### config.mk
export PLATFORM = sky130hd
export DESIGN_NAME = gpio_bus_sched
export DESIGN_NICKNAME = d
export VERILOG_FILES = /design/src/rtl/gpio_bus_sched.sv
export SDC_FILE = /design/constraint.sdc
export NUM_CORES = 1
export LEC_CHECK = 0
export CORE_AREA = 2 2 68 70
export DETAILED_ROUTE_END_ITERATION = 10
export DIE_AREA = 0 0 70 72
export PLACE_DENSITY = 0.74
export SLEW_MARGIN = 20
export SYNTH_ARGS = -nofsm -noshare
export SYNTH_HDL_FRONTEND = slang
export SYNTH_SLANG_ARGS = --single-unit
### constraint.sdc
create_clock -name clk_i -period 2.71 [get_ports clk_i]
set_input_delay 0.4065 -clock clk_i [delete_from_list [all_inputs] [get_ports clk_i]]
set_output_delay 0.4065 -clock clk_i [all_outputs]
set_load 0.03 [all_outputs]
### src/rtl/gpio_bus_sched.sv
// gpio_bus_sched
// ---------------------------------------------------------------------------
// Two-requester round-robin scheduler in front of the GPIO register block.
// A granted access runs as address setup, an enable strobe held for
// ACC_CYCLES clocks, then one hold cycle in which the winner is acknowledged.
// Out-of-range addresses are answered with a one-cycle error acknowledge and
// never reach the GPIO block. This block owns all timing of the shared data
// bus: data_oe_o is the only thing that lets the top level drive it.
//
// Parameters
//   ACC_CYCLES  strobe length in clocks, 1..15
//   NUM_REGS    number of valid register addresses (0..NUM_REGS-1), 1..8
//
// Ports
//   clk_i                     system clock, rising edge
//   reset_ni                  asynchronous active-low reset
//   req0_i / req1_i           access request, held until the matching ack
//   we0_i / we1_i             1 = write, 0 = read
//   addr0_i / addr1_i         register address
//   wdata0_i / wdata1_i       write data
//   ack0_o / ack1_o           one-cycle completion pulse
//   err_o                     valid with ack: address was out of range
//   rdata_o                   read data, valid during ack of a read
//   add_reg_o                 register address to the GPIO block
//   r_en_o / w_en_o           read / write strobes to the GPIO block
//   data_out_o                write data for the shared data bus
//   data_oe_o                 shared data bus output enable
//   data_in_i                 shared data bus value, sampled on reads
//   busy_o                    high whenever the scheduler is not idle
// ---------------------------------------------------------------------------
//
// state     | meaning
// ----------+-----------------------------------------------------------------
// ST_IDLE   | waiting; req/we/addr/wdata are only sampled here
// ST_SETUP  | add_reg (and write data) driven, strobes still low
// ST_ACCESS | r_en or w_en high, down-counter running to terminal count 0
// ST_HOLD   | strobes low, address/data held, winner's ack high
// ST_ERR    | out-of-range address: winner's ack high with err, no strobe

module gpio_bus_sched #(
    parameter int unsigned ACC_CYCLES = 4,
    parameter int unsigned NUM_REGS   = 3
) (
    input  logic       clk_i,
    input  logic       reset_ni,

    input  logic       req0_i,
    input  logic       req1_i,
    input  logic       we0_i,
    input  logic       we1_i,
    input  logic [2:0] addr0_i,
    input  logic [2:0] addr1_i,
    input  logic [7:0] wdata0_i,
    input  logic [7:0] wdata1_i,

    output logic       ack0_o,
    output logic       ack1_o,
    output logic       err_o,
    output logic [7:0] rdata_o,

    output logic [2:0] add_reg_o,
    output logic       r_en_o,
    output logic       w_en_o,
    output logic [7:0] data_out_o,
    output logic       data_oe_o,
    input  logic [7:0] data_in_i,

    output logic       busy_o
);

    // Counter is loaded with ACC_CYCLES-1 so the strobe covers exactly
    // ACC_CYCLES clocks including the terminal-count cycle.
    localparam logic [3:0] ACC_LOAD   = 4'(ACC_CYCLES - 1);
    localparam logic [3:0] NUM_REGS_W = 4'(NUM_REGS);

    typedef enum logic [2:0] {
        ST_IDLE,
        ST_SETUP,
        ST_ACCESS,
        ST_HOLD,
        ST_ERR
    } state_t;

    state_t     state_q;

    // round-robin pointer: requester served most recently
    logic       last_q;

    // transaction latched at grant
    logic       win_q;
    logic       we_q;
    logic [7:0] wdata_q;
    logic [3:0] cnt_q;

    // registered outputs
    logic       ack0_q;
    logic       ack1_q;
    logic       err_q;
    logic [7:0] rdata_q;
    logic [2:0] add_reg_q;
    logic       r_en_q;
    logic       w_en_q;
    logic [7:0] data_out_q;
    logic       data_oe_q;
    logic       busy_q;

    // arbitration result for the current IDLE cycle
    logic       win_d;
    logic       we_d;
    logic [2:0] addr_d;
    logic [7:0] wdata_d;
    logic       addr_ok_d;

    always_comb begin
        win_d = 1'b0;
        if (req0_i && req1_i) begin
            // tie goes to whoever was not served last
            win_d = ~last_q;
        end else begin
            win_d = req1_i;
        end
        we_d      = win_d ? we1_i    : we0_i;
        addr_d    = win_d ? addr1_i  : addr0_i;
        wdata_d   = win_d ? wdata1_i : wdata0_i;
        addr_ok_d = ({1'b0, addr_d} < NUM_REGS_W);
    end

    always_ff @(posedge clk_i or negedge reset_ni) begin
        if (!reset_ni) begin
            state_q    <= ST_IDLE;
            last_q     <= 1'b1;
            win_q      <= 1'b0;
            we_q       <= 1'b0;
            wdata_q    <= 8'h00;
            cnt_q      <= 4'd0;
            ack0_q     <= 1'b0;
            ack1_q     <= 1'b0;
            err_q      <= 1'b0;
            rdata_q    <= 8'h00;
            add_reg_q  <= 3'd0;
            r_en_q     <= 1'b0;
            w_en_q     <= 1'b0;
            data_out_q <= 8'h00;
            data_oe_q  <= 1'b0;
            busy_q     <= 1'b0;
        end else begin
            case (state_q)
                ST_IDLE: begin
                    if (req0_i || req1_i) begin
                        win_q   <= win_d;
                        we_q    <= we_d;
                        wdata_q <= wdata_d;
                        busy_q  <= 1'b1;
                        if (addr_ok_d) begin
                            // address (and write data) go out one cycle
                            // ahead of the strobe
                            state_q   <= ST_SETUP;
                            add_reg_q <= addr_d;
                            data_oe_q <= we_d;
                            if (we_d) begin
                                data_out_q <= wdata_d;
                            end
                        end else begin
                            // bus untouched; answer straight away
                            state_q <= ST_ERR;
                            ack0_q  <= ~win_d;
                            ack1_q  <= win_d;
                            err_q   <= 1'b1;
                            rdata_q <= 8'h00;
                        end
                    end
                end

                ST_SETUP: begin
                    state_q <= ST_ACCESS;
                    r_en_q  <= ~we_q;
                    w_en_q  <= we_q;
                    cnt_q   <= ACC_LOAD;
                end

                ST_ACCESS: begin
                    if (cnt_q == 4'd0) begin
                        state_q <= ST_HOLD;
                        r_en_q  <= 1'b0;
                        w_en_q  <= 1'b0;
                        ack0_q  <= ~win_q;
                        ack1_q  <= win_q;
                        err_q   <= 1'b0;
                        // last strobe edge: capture the bus for reads
                        rdata_q <= we_q ? 8'h00 : data_in_i;
                    end else begin
                        cnt_q <= cnt_q - 4'd1;
                    end
                end

                ST_HOLD: begin
                    // add_reg and data_out stay put for hold time
                    state_q   <= ST_IDLE;
                    ack0_q    <= 1'b0;
                    ack1_q    <= 1'b0;
                    data_oe_q <= 1'b0;
                    busy_q    <= 1'b0;
                    last_q    <= win_q;
                end

                ST_ERR: begin
                    state_q <= ST_IDLE;
                    ack0_q  <= 1'b0;
                    ack1_q  <= 1'b0;
                    err_q   <= 1'b0;
                    busy_q  <= 1'b0;
                    last_q  <= win_q;
                end

                default: begin
                    state_q   <= ST_IDLE;
                    r_en_q    <= 1'b0;
                    w_en_q    <= 1'b0;
                    ack0_q    <= 1'b0;
                    ack1_q    <= 1'b0;
                    err_q     <= 1'b0;
                    data_oe_q <= 1'b0;
                    busy_q    <= 1'b0;
                end
            endcase
        end
    end

    assign ack0_o     = ack0_q;
    assign ack1_o     = ack1_q;
    assign err_o      = err_q;
    assign rdata_o    = rdata_q;
    assign add_reg_o  = add_reg_q;
    assign r_en_o     = r_en_q;
    assign w_en_o     = w_en_q;
    assign data_out_o = data_out_q;
    assign data_oe_o  = data_oe_q;
    assign busy_o     = busy_q;

    a_strobe_excl: assert property (@(posedge clk_i) disable iff (!reset_ni)
        !(r_en_q && w_en_q));

    a_ack_excl: assert property (@(posedge clk_i) disable iff (!reset_ni)
        !(ack0_q && ack1_q));

    a_strobe_in_access: assert property (@(posedge clk_i) disable iff (!reset_ni)
        (r_en_q || w_en_q) |-> (state_q == ST_ACCESS));

endmodule

==> flow_summary.ini <==
[synth]
syn_avg_cell_area_um2 = 11.3
yosysWarnings = 0
ys_seq_area_frac = 0.516
ys_ff_latch = 36
ys_top_cells_by_count = 35 x dfrtp_1, 19 x mux2_2, 13 x o21ai_0, 11 x nor2_1
synth_largest_area_cell = dfrtp_1
yosys-top-cells-area = dfrtp_1 50%, mux2_2 12%, a22o_1 4.5%, o21ai_0 3.7%, mux2i_1 3.4%
netlist.area_leader.share = 0.501
synth_cell_type_count = 33
yosysMostFrequentCell = dfrtp_1
syn_nets = 193
ys.flop_type = dfrtp_1
netlist_area_um2 = 1750
async_flop_share = 1.00
synth-edff-count = 0
synthCells = 155

[grt]
grtUsageMet3 = 0.0597
antenna_found_initial = 0
grt_first_pass_wirelength_mm = 6.38
grt_overflow_total = 0
grt_pass1_vias = 1383
met2_usage = 0.261
grt_use_met1 = 0.202
grt-busiest-layer = met2
grtUsageTotal = 0.159
grt_start_max_net_pins = 37

[floorplanning]
die_h_um = 72
start_util = 0.410
core_um2 = 4260
pin_count = 62
rows = 24
dieArea_um2 = 5040
die_x_um = 70

[setup_path]
required_ns = 2.88
path_class = register to register
rr_startpoint = state_q[2]$_DFFE_PN0P_
crit_fanout = 14
critPathArrivalTime_ns = 2.31
startpoint = state_q[2]$_DFFE_PN0P_
endpoint_kind = register
startpoint_type = register

[timing]
grt_setup_unrepaired = no
fmax_mhz = 466
worstMarginPinSlew_ns = 0.812
fin_crit_sh = 0.791
relSlewSlack = 0.458
hold_violations = 0
fin_skew_ns = 0.00304
min_period_ns = 2.14
whs_ns = 0.211
setup-violations-final = 0
fin_tns_setup_ns = 0
final-max-slew-violation-count = 0

[clock_network]
cts_sinks = 36
cts_setup_buffers = 0
cts.reportedPaths.clkPinSlew_ns = 0.07
post_cts_resized = 0
cts_tree = built
cts_max_level = 2
clockBufferDepth = 2
cts_buffers = 5
cts.hold.buffers_added = 0
insertion_delay_ns = 0.28
cts-root-buf = clkbuf_8

[power_and_ir_drop]
p_leak_uw = 0.00106
power_uw = 2390
power_density_nw_per_um2 = 956
irDropWorstVdd_mv = 0.486

[cells_and_area]
fillers = 384
nNetsFinal = 257
drive_above_1_share = 0.164
final_util = 0.587
area_growth_pct = 43.1
stdcell_area_um2 = 2500
antenna_cells = 0

[detailed_routing]
wl_per_cell_um = 14.0
drtIter0Drc = 46
avgViaCountPerCell = 5.17
drc_errors = 0
dr.pass1.iters = 4
vias = 1400
totalWireLength_mm = 3.80
drtAntennaViolNets = 0

[placed_design]
finalWeightedCongestion = 0.770
dpl_cell_area_um2 = 2400
hpwlAfterDp_mm = 2.85
numPortBuffers = 61

[status]
status = complete, no violations

[min_path]
min_path_type = primary input to async pin

[job]
max_cap_violations = 0
-- worst paths after layout --
| path | endpoint | slack, ns | cells past startpoint |
|---|---|---|---|
| setup / recovery | data_out_o[5]$_DFFE_PN0P_ | 0.57 | 4 |
| hold / removal | busy_o$_DFFE_PN0P_ | 0.21 | 1 |
| setup reg to reg | data_out_o[5]$_DFFE_PN0P_ | 0.57 | 4 |
| hold reg to reg | add_reg_o[2]$_DFFE_PN0P_ | 0.49 | 1 |
| max in group asynchronous | rdata_o[5]$_DFFE_PN0P_ | 1.99 | 1 |
| min in group clk_i | add_reg_o[2]$_DFFE_PN0P_ | 0.49 | 1 |
-- per-layer routing --
| layer | vias to the layer above | share of wire |
|---|---|---|
| met5 | - | 0 |
| li1 | 681 | - |
| met3 | 6 | 0.067 |
| met1 | 672 | 0.44 |
| met2 | 41 | 0.48 |
| met4 | 0 | 0.011 |
-- critical path, cell delays in order (launching register included) --
cell	delay [ns]
dfrtp_1	0.52
or3_4	0.46
or2_0	0.34
a21oi_4	0.33
mux2_2	0.38
-- state kept, by name, summed over array words and instances (netlist names), 3 cells and up --
name / count
rdata_o: 8
state_q: 3
data_out_o: 8
cnt_q: 4
add_reg_o: 3
-- cell families after synthesis --
kind of cell	share of synthesized area
buf+inv	0.0293
compound gates	0.152
simple gates	0.116
mux	0.157
fa+ha+maj	0.0143
flops	0.516
xor+xnor	0.0150
-- stage by stage --
| step | setup slack [ns] | cells |
|---|---|---|
| global route | 0.461 | 271 |
| global placement | 0.404 | 264 |
| CTS | 0.576 | 271 |
| finish | 0.566 | 271 |
| detailed placement | 0.366 | 264 |
| floorplan | 0.839 | 155 |
-- where the power goes --
group	switching (uW)	internal, uW
Clock	181	226
Combinational	600	513
Sequential	149	721
Total	930	1460
-- cell usage in the layout (no fill, tap or decap) --
master           synthesis  final
ha_1                     2      2
a32oi_1                  1      1
nor3b_1                  1      1
o21ai_0                 13     13
dfstp_2                  1      1
nor4_1                   1      1
nand3_1                  4      4
clkbuf_8                 0      7
xnor2_1                  1      1
nand2b_1                 3      3
clkdlybuf4s50_1          0     60
nor2_1                  11     11
or3_4                    1      1
buf_2                    2      1
or2_0                    1      1
a21boi_2                 2      2
buf_4                    0      3
nand2_1                  9      9
mux2_2                  19     19
inv_1                    4      4
nor3_1                   3      3
xor2_1                   2      2
mux2i_1                  6      6
or3b_2                   1      1
a21oi_1                  7      7
o211ai_1                 1      1
a22oi_1                  1      1
o2bb2ai_1                2      2
and2_1                   3      3
a22o_1                   9      9
nand3b_1                 2      2
a21oi_4                  1      1
o21bai_1                 1      1
dfrtp_1                 35     35
-- cell type report --
class	instances	area [um^2]	share of cell area
flip-flops and latches	36	902	0.361
multi-input cells	108	795	0.318
repair buffers	64	628	0.251
clock buffers	7	96.3	0.0385
well taps	52	65.1	0.0260
inverters	4	15.0	0.00600
Power figures use the tool's default switching activity.
